`config.mk`:
```
export PLATFORM = sky130hd
export DESIGN_NAME = regfile_addr_seq
export DESIGN_NICKNAME = d
export VERILOG_FILES = /design/src/rtl/srcc_ctrl_pkg.sv /design/src/rtl/rf_addr_dec.sv /design/src/rtl/regfile_addr_seq.sv
export SDC_FILE = /design/constraint.sdc
export NUM_CORES = 1
export LEC_CHECK = 0
export CAP_MARGIN = 15
export CORE_UTILIZATION = 30
export DETAILED_ROUTE_END_ITERATION = 12
export PLACE_DENSITY = 0.64
export SLEW_MARGIN = 20
export SYNTH_ARGS = -nofsm -noshare
export SYNTH_HDL_FRONTEND = slang
export SYNTH_SLANG_ARGS = --single-unit
```
`constraint.sdc`:
```
create_clock -name clk -period 3.9 [get_ports clk]
set_input_delay 0.39 -clock clk [delete_from_list [all_inputs] [get_ports clk]]
set_output_delay 0.39 -clock clk [all_outputs]
set_load 0.05 [all_outputs]
```
`src/rtl/srcc_ctrl_pkg.sv`:
```
// Shared encodings for the sequencing controllers: command ops, FSM states, default widths.
package srcc_ctrl_pkg;

    localparam int AW_DEF  = 3;
    localparam int NCH_DEF = 4;

    typedef enum logic [1:0] {
        OP_WR_ERR = 2'b00,
        OP_WR_RES = 2'b01,
        OP_READ   = 2'b10,
        OP_SHIFT  = 2'b11
    } op_e;

    typedef enum logic [1:0] {
        ST_IDLE  = 2'b00,
        ST_ISSUE = 2'b01,
        ST_SHIFT = 2'b10,
        ST_DONE  = 2'b11
    } state_e;

    // Channel-select width; a single channel still needs a 1-bit select port.
    function automatic int ch_width(input int nch);
        return (nch <= 1) ? 1 : $clog2(nch);
    endfunction

endpackage

```
`src/rtl/rf_addr_dec.sv`:
```
// Register-index decrement: wraps modulo 2^AW, or saturates at 0 when RF_ADDR_SAT_EN is defined.
module rf_addr_dec
    import srcc_ctrl_pkg::*;
#(
    parameter int AW = AW_DEF
) (
    input  logic [AW-1:0] a_i,
    output logic [AW-1:0] y_o
);

`ifdef RF_ADDR_SAT_EN
    assign y_o = (a_i == '0) ? '0 : a_i - AW'(1);
`else
    assign y_o = a_i - AW'(1);
`endif

endmodule

```
`src/rtl/regfile_addr_seq.sv`:
```
// Register-file address sequencer: READ / WR_RES / WR_ERR single issue and multi-cycle SHIFT walk.
// Build option RF_ADDR_SAT_EN: decrements saturate at 0 and a SHIFT with res<err is zero-length.
//
// state    | meaning
// ST_IDLE  | cmd_ready high, waiting for a command
// ST_ISSUE | one cycle of READ / WR_* addresses on the outputs
// ST_SHIFT | walking pointer from res down to err+1
// ST_DONE  | done pulse, all qualifiers low
module regfile_addr_seq
    import srcc_ctrl_pkg::*;
#(
    parameter  int AW  = AW_DEF,
    parameter  int NCH = NCH_DEF,
    localparam int CHW = ch_width(NCH)
) (
    input  logic              clk,
    input  logic              rst,
    input  logic              en,
    input  logic              cmd_valid,
    output logic              cmd_ready,
    input  logic [1:0]        cmd_op,
    input  logic [CHW-1:0]    cmd_ch,
    input  logic              cmd_get,
    input  logic [NCH*AW-1:0] res_base,
    input  logic [NCH*AW-1:0] err_base,
    output logic [AW-1:0]     ar1,
    output logic [AW-1:0]     ar2,
    output logic [AW-1:0]     ard,
    output logic              ar1_vld,
    output logic              ar2_vld,
    output logic              ard_vld,
    output logic              busy,
    output logic              done
);

    state_e          state_q, state_d;
    logic [AW-1:0]   ptr_q, ptr_d;
    logic [AW-1:0]   err_q, err_d;
    logic [AW-1:0]   ar1_q, ar1_d, ar2_q, ar2_d, ard_q, ard_d;
    logic            ar1_vld_q, ar1_vld_d, ar2_vld_q, ar2_vld_d, ard_vld_q, ard_vld_d;
    logic            done_q, done_d;
    logic            rdy_q;

    logic [AW-1:0]   res_sel, err_sel;
    logic [AW-1:0]   ptr_dec, ar1_src, ar1_dec;
    logic            accept, zero_len;

    // Out-of-range channel selects fall back to channel 0.
    always_comb begin
        res_sel = res_base[AW-1:0];
        err_sel = err_base[AW-1:0];
        for (int k = 1; k < NCH; k++) begin
            if (cmd_ch == CHW'(k)) begin
                res_sel = res_base[k*AW +: AW];
                err_sel = err_base[k*AW +: AW];
            end
        end
    end

    assign accept = en && cmd_valid && rdy_q;

`ifdef RF_ADDR_SAT_EN
    assign zero_len = (res_sel <= err_sel);
`else
    assign zero_len = (res_sel == err_sel);
`endif

    rf_addr_dec #(.AW(AW)) u_ptr_dec (.a_i(ptr_q),   .y_o(ptr_dec));
    rf_addr_dec #(.AW(AW)) u_ar1_dec (.a_i(ar1_src), .y_o(ar1_dec));

    // ar1 is always one below the write/base index about to be presented.
    always_comb begin
        ar1_src = res_sel;
        if (state_q == ST_SHIFT) ar1_src = ptr_dec;
    end

    always_comb begin
        state_d   = state_q;
        ptr_d     = ptr_q;
        err_d     = err_q;
        ar1_d     = ar1_q;
        ar2_d     = ar2_q;
        ard_d     = ard_q;
        ar1_vld_d = 1'b0;
        ar2_vld_d = 1'b0;
        ard_vld_d = 1'b0;
        done_d    = 1'b0;
        case (state_q)
            ST_IDLE: begin
                if (accept) begin
                    ptr_d = res_sel;
                    err_d = err_sel;
                    case (op_e'(cmd_op))
                        OP_READ: begin
                            state_d   = ST_ISSUE;
                            ar1_d     = cmd_get ? res_sel : ar1_dec;
                            ar1_vld_d = 1'b1;
                            ar2_d     = err_sel;
                            ar2_vld_d = !cmd_get;
                        end
                        OP_WR_RES: begin
                            state_d   = ST_ISSUE;
                            ard_d     = res_sel;
                            ard_vld_d = 1'b1;
                        end
                        OP_WR_ERR: begin
                            state_d   = ST_ISSUE;
                            ard_d     = err_sel;
                            ard_vld_d = 1'b1;
                        end
                        default: begin
                            if (zero_len) begin
                                state_d = ST_DONE;
                                done_d  = 1'b1;
                            end else begin
                                state_d   = ST_SHIFT;
                                ard_d     = res_sel;
                                ar1_d     = ar1_dec;
                                ard_vld_d = 1'b1;
                                ar1_vld_d = 1'b1;
                            end
                        end
                    endcase
                end
            end
            ST_ISSUE: begin
                state_d = ST_DONE;
                done_d  = 1'b1;
            end
            ST_SHIFT: begin
                if (ptr_dec == err_q) begin
                    state_d = ST_DONE;
                    done_d  = 1'b1;
                end else begin
                    ptr_d     = ptr_dec;
                    ard_d     = ptr_dec;
                    ar1_d     = ar1_dec;
                    ard_vld_d = 1'b1;
                    ar1_vld_d = 1'b1;
                end
            end
            ST_DONE: state_d = ST_IDLE;
            default: state_d = ST_IDLE;
        endcase
    end

    // Everything advances only on enabled cycles, so en low freezes outputs and done.
    always_ff @(posedge clk or negedge rst) begin
        if (!rst) begin
            state_q   <= ST_IDLE;
            ptr_q     <= '0;
            err_q     <= '0;
            ar1_q     <= '0;
            ar2_q     <= '0;
            ard_q     <= '0;
            ar1_vld_q <= 1'b0;
            ar2_vld_q <= 1'b0;
            ard_vld_q <= 1'b0;
            done_q    <= 1'b0;
            rdy_q     <= 1'b0;
        end else if (en) begin
            state_q   <= state_d;
            ptr_q     <= ptr_d;
            err_q     <= err_d;
            ar1_q     <= ar1_d;
            ar2_q     <= ar2_d;
            ard_q     <= ard_d;
            ar1_vld_q <= ar1_vld_d;
            ar2_vld_q <= ar2_vld_d;
            ard_vld_q <= ard_vld_d;
            done_q    <= done_d;
            rdy_q     <= (state_d == ST_IDLE);
        end
    end

    assign cmd_ready = rdy_q;
    assign busy      = (state_q != ST_IDLE);
    assign done      = done_q;
    assign ar1       = ar1_q;
    assign ar2       = ar2_q;
    assign ard       = ard_q;
    assign ar1_vld   = ar1_vld_q;
    assign ar2_vld   = ar2_vld_q;
    assign ard_vld   = ard_vld_q;

endmodule

```
==> flow_summary.toml, run 1 <==
[yosys]
synth_seq_cells = 22
synth.avg_cell_area_um2 = 10.91
syn-num-nets = 182
synth_top_cell_area_share_pct = 35.28
ys.flop_type = "dfrtp_1"
netlist_area_um2 = 1560
netlist-cell-type-count = 40
synth_area_leaders = "dfrtp_1 (35%), mux4_2 (7.2%), mux2_2 (5.1%), ha_1 (4.8%), nand2_1 (3.4%)"
synth-seq-area-share_pct = 35.28
synthCells = 143
synthArstFlopShare_pct = 100.0
netlist.top_cell.by_area = "dfrtp_1"
yosysMostFrequentCell = "dfrtp_1"
synth_edf_count = 0
ys_warn_count = 0
netlist_top_cells_count = "dfrtp_1 (22), nand2_1 (14), inv_1 (12), o21ai_0 (10), mux2_2 (7)"

[timing]
timing.fmax_mhz = 364.7
setup-violations-final = 0
slew_headroom_pct = 58.96
final.setup.tns_ns = 0
tightest_slew_ns = 0.6156
post-route-period-util_pct = 70.30
min_period_ns = 2.742
drv_slew = 0
rsz0062_at_grt = "false"
finalClockSkew_ns = 0.005357
final_hold_viol_count = 0

[worst_setup_path]
timing.rr.start = "state_q[0]$_DFFE_PN0P_"
cp.depth = 6
required_ns = 4.05
slowest_stage = "mux4_1"
crit_end = "ard[2]$_DFFE_PN0P_"
r2r-end = "ard[2]$_DFFE_PN0P_"
crit_type = "primary input to flip-flop"
startpoint = "cmd_ch[0]"
cp-end-kind = "flip-flop"
r2r_slack_ns = 1.32
cp-start-kind = "primary input"
cp_top_family = "multiplexers"
cpPeakStageDelay_ns = 0.70
critPathMaxFanout = 6
crit_chain = "clkdlybuf4s50_1, mux4_1, xor2_2, nor4_4, a221oi_2, mux2_4"
critPathArrivalTime_ns = 2.90
reg2reg_depth = 7
crit_buf_inv = 1

[global_route]
grt_pass1_vias = 1221
grt.overflow.total = 0
grt_pass1_wl_um = 5740
grt_antenna_before_repair = 0
grt_use_total_pct = 14.13
grt_max_degree = 23

[power_and_ir_drop]
p_sw_mw = 0.7237
clkPwrFrac_pct = 9.4
cellPowerDensity_nw_per_um2 = 720.1
p_int_mw = 0.8007
vdd_ir_drop_max_v = 0.0003483
seqPwrFrac_pct = 26.8
power_frac_comb_pct = 63.8
leakagePower_nw = 0.8797
switching_share_pct = 47.47

[clock_tree]
postCtsSetupBuffers = 0
hold_buffers = 0
clk_pin_slew_ns = 0.08
clock_tree.buffer_depth = 2
cts_resized = 0
cts_tree = "done"
clock_latency_ns = 0.27
cts_made_buffers = 3
clock_sinks = 22
htreeDepth = 1
cts_root_buf = "clkbuf_8"

[placement]
place_congestion = 0.9028
dpl.cell_count = 252
port_buffers = 47
hpwlAfterDp_um = 2853

[layout]
finalNonFillerCells = 255
drive_above_1_share_pct = 12.77
area_growth_pct = 35.69
final_util_pct = 43.66
fin_nets = 229
diodes = 0

[run]
cap_violations = 0

[die]
fp.dieH_um = 74.12
start_util_pct = 32.18
pin_count = 48
coreArea_um2 = 4848
die_x_um = 74.12
rows = 25
dieArea_um2 = 5493

[detailed_routing]
vias = 1262
wl_um = 3572
wl_per_cell_um = 14.01
drc_errors = 0
vias_per_cell = 4.949
drtIter0Drc = 29
ant_nets = 0
drtPass1Iterations = 4

[status]
outcome = "finished clean"

[worst_hold_path]
hold_path.class = "primary input to async pin"
## sequential cells by signal, summed over array words and instances, names as in the netlist
| signal | cells |
|---|---|
| ar1 | 3 |
| err_q | 3 |
| done | 1 |
| state_q | 2 |
| ard_vld | 1 |
| cmd_ready | 1 |
| ard | 3 |
| ar2_vld | 1 |
| ar1_vld | 1 |
| ptr_q | 3 |
| ar2 | 3 |
## how the worst min path moves through the flow
stage | from | endpoint | slack (ns) | cells past startpoint
finish | rst | state_q[1]$_DFFE_PN0P_ | 0.08 | 1
global route | rst | cmd_ready$_DFFE_PN0P_ | 0.12 | 1
CTS | ar1[2]$_DFFE_PN0P_ | ar1[2]$_DFFE_PN0P_ | 0.50 | 1
detailed placement | ar1[2]$_DFFE_PN0P_ | ar1[2]$_DFFE_PN0P_ | 0.48 | 1
global placement | ptr_q[1]$_DFFE_PN0P_ | ptr_q[1]$_DFFE_PN0P_ | 0.47 | 2
floorplan | rst | ar1[0]$_DFFE_PN0P_ | 0.09 | 0
## metal layers
metal	wire, um	track usage (%)	part of all wire [%]	vias up
met3	172	3.252	4.8	9
met5	0	0	0	-
li1	-	-	-	621
met4	87	6.410	2.4	0
met1	1582	17.34	44	593
met2	1730	23.64	48	39
## through the flow
stage	setup WS [ns]	hold slack [ns]	total power, mW	cell area (um2)
floorplan	1.578	0.09441	1.120	1560
global placement	0.8646	0.4725	1.386	2081
detailed placement	0.8372	0.4800	1.388	2081
CTS	1.125	0.4975	1.534	2122
global route	1.032	0.1212	1.625	2117
finish	1.158	0.07648	1.524	2117
## logic make-up (layout without fill, tap and decap cells)
logic type      count (synthesis)  count (layout)  share of synthesized area, %
fa+ha+maj                       6               6                         4.811
simple gates                   31              31                         10.02
xor+xnor                       10              10                         7.939
compound gates                 34              34                         15.64
buf+inv                        17              62                         5.052
mux                            23              23                         21.25
flops                          22              22                         35.28
## final cells by class
class / instances / area, um2
Inverter: 12 / 45.04
Timing Repair Buffer: 47 / 465.4
Fill cell: 487 / 2731
Multi-Input combinational cell: 104 / 930.9
Tap cell: 67 / 83.83
Clock buffer: 3 / 41.29
Sequential cell: 22 / 550.5
## placed cells by master, fill, tap and decap left out, types with 2 or more instances in the layout
master,n
clkdlybuf4s50_1,46
dfrtp_1,22
nand2_1,14
inv_1,12
o21ai_0,10
mux2_2,7
ha_1,6
mux4_2,5
mux2i_1,5
nor2_1,5
xor2_1,5
a21oi_1,5
a211oi_1,4
xor2_2,3
nand3_1,3
o31ai_1,3
mux2_1,3
clkbuf_8,3
nand4_1,2
a221oi_2,2
mux2_4,2
nor3_1,2
o22a_1,2
## power by group through the flow
stage	clock network (mW)	logic (mW)	registers [mW]
after floorplan	0	0.500	0.621
after global placement	0	0.973	0.413
after detailed placement	0	0.975	0.413
after CTS	0.147	0.978	0.409
after global routing	0.153	1.05	0.421
final	0.144	0.973	0.408
Note: power is estimated with default switching activity, not from simulation.
==> inputs of run 2 (changes only) <==
PLACE_DENSITY = 0.67   (was 0.64)
clock period = 2.3 ns   (was 3.9 ns; I/O delays follow)
==> run 2 against run 1 <==
First-iteration DRC count up 24%. Power up 90%. Sequential share of layout area down 2.8 points. Critical path depth up 4. Sequential cell count unchanged. Via count up 6.9%. Non-clock buffer count up 26. Cell area up 12%. Clock skew up 0.0011 ns. Worst setup slack worse by 1.0 ns. Critical endpoint is now ar1[2]$_DFFE_PN0P_. Highest routed layer unchanged.
==> flow_summary.toml, run 2 (synthesis gave the netlist of run 1 again) <==
[status]
outcome = "finished clean"

[timing]
whs_ns = 0.3085
final_hold_viol_count = 0
setup-violations-final = 0
finalClockSkew_ns = 0.006499
tightest_slew_ns = 0.4994
drv_slew = 0
final.setup.tns_ns = 0
timing.fmax_mhz = 465.5
rsz0062_at_grt = "false"
post-route-period-util_pct = 93.40
slew_headroom_pct = 66.60
min_period_ns = 2.148

[worst_setup_path]
cpPeakStageDelay_ns = 0.53
reg2reg_depth = 8
r2r-end = "ar1[2]$_DFFE_PN0P_"
crit_chain = "dlygate4sd2_1, buf_4, mux4_2, buf_4, mux2i_2, ha_2, nand2_1, xor2_1, o21ai_0, mux2_1"
cp-start-kind = "primary input"
critPathArrivalTime_ns = 2.30
required_ns = 2.45
r2r_slack_ns = 0.16
cp_top_family = "multiplexers"
cp-end-kind = "flip-flop"
critPathMaxFanout = 3
cpMostUsedCell = "buf_4"
crit_type = "primary input to flip-flop"
timing.rr.start = "ptr_q[0]$_DFFE_PN0P_"
crit_buf_inv = 3
slowest_stage = "mux4_2"

[detailed_routing]
wl_per_cell_um = 13.27
drtPass1Iterations = 4
vias_per_cell = 4.784
ant_nets = 0
wl_um = 3742
drc_errors = 0
drtIter0Drc = 36
vias = 1349

[power_and_ir_drop]
leakagePower_nw = 1.033
seqPwrFrac_pct = 23.2
cellPowerDensity_nw_per_um2 = 1221
p_sw_mw = 1.285
switching_share_pct = 44.33
vdd_ir_drop_max_v = 0.0005833
p_int_mw = 1.614
clkPwrFrac_pct = 12.6
power_frac_comb_pct = 64.1

[die]
die_x_um = 74.12
fp.dieH_um = 74.12
dieArea_um2 = 5493
rows = 25
coreArea_um2 = 4848
start_util_pct = 32.18
pin_count = 48

[clock_tree]
postCtsSetupBuffers = 0
hold_buffers = 0
clock_sinks = 22
clk_pin_slew_ns = 0.09
cts_tree = "done"
cts_root_buf = "clkbuf_8"
cts_made_buffers = 3
clock_latency_ns = 0.27
htreeDepth = 1
clock_tree.buffer_depth = 2

[layout]
finalNonFillerCells = 282
seqCellArea_um2 = 550.5
final_common_cell = "clkdlybuf4s50_1"
finalInstanceArea_um2 = 2374
fin_nets = 255
mostFrequentLayoutCells = "clkdlybuf4s50_1 (44), buf_4 (26), dfrtp_1 (22)"
area_growth_pct = 52.13
diodes = 0
multi_input_area_um2 = 954.7
drive_above_1_share_pct = 25.58
fillerInstances = 454

[placement]
dpl_cell_area_um2 = 2273
hpwlAfterDp_um = 3013
port_buffers = 47
dpl.cell_count = 278
place_congestion = 0.8010

[global_route]
grt_pass1_vias = 1269
grt.overflow.total = 0
grt_antenna_before_repair = 0
grt_use_total_pct = 14.40
grt_pass1_wl_um = 6051
grt_max_degree = 23

[worst_hold_path]
hold_path.class = "primary input to async pin"

[run]
cap_violations = 0
-- run 2: cell types whose count changed in the layout (fill, tap and decap cells not counted) --
cell,before,now
bufinv_16,0,1
buf_4,0,26
dlygate4sd2_1,0,1
ha_2,0,2
buf_6,0,1
mux2i_2,0,2
ha_1,6,4
dlymetal6s2s_1,0,1
buf_2,1,0
xor2_4,0,1
xor2_2,3,2
clkdlybuf4s50_1,46,44
mux2i_1,5,3
-- run 2: power by group through the flow --
stage / combinational, mW / clock, mW / sequential (mW)
floorplan: 0.847 / 0 / 1.05
global placement: 1.80 / 0 / 0.682
detailed placement: 1.82 / 0 / 0.683
CTS: 1.86 / 0.375 / 0.676
global route: 1.99 / 0.388 / 0.699
finish: 1.86 / 0.366 / 0.673
-- run 2: cell type report --
type	count	share of cell area, %
sequential	22	23.19
clock inverter	1	1.265
inverter	12	1.898
timing repair buffer	73	28.15
multi-input combinational	104	40.22
tap	67	3.532
clock buffer	3	1.740
-- run 2: stage by stage --
| stage | total power, mW | utilization [%] | worst slack, ns |
|---|---|---|---|
| CTS | 2.908 | 48.85 | 0.1019 |
| global placement | 2.482 | 46.89 | -0.3664 |
| detailed placement | 2.505 | 46.89 | -0.3869 |
| finish | 2.899 | 48.95 | 0.1518 |
| global route | 3.078 | 48.95 | 0.0008387 |
| floorplan | 1.900 | - | 0.1116 |
-- run 2: worst max-delay path by stage --
stage,depth (start not counted),to,start
2_1_floorplan,7,ard[1]$_DFFE_PN0P_,ptr_q[0]$_DFFE_PN0P_
3_5_place_dp,8,ard[1]$_DFFE_PN0P_,cmd_ch[0]
3_3_place_gp,8,ard[2]$_DFFE_PN0P_,cmd_ch[0]
6_report,10,ar1[2]$_DFFE_PN0P_,cmd_ch[0]
4_1_cts,9,ar1[2]$_DFFE_PN0P_,cmd_ch[1]
5_1_grt,8,ar1[1]$_DFFE_PN0P_,ptr_q[0]$_DFFE_PN0P_
-- run 2: what timing repair did --
item | CTS | global route
resized for setup | 6 | 2
cloned | 0 | 0
pin swaps | 1 | 0
setup endpoints to repair | 6 | 5
-- run 2: metal layers --
| metal | global-route usage, % | routed length, um |
|---|---|---|
| met1 | 18.99 | 1673 |
| met2 | 24.44 | 1901 |
| met3 | 2.575 | 140 |
| met4 | 3.632 | 27 |
| met5 | 0 | 0 |
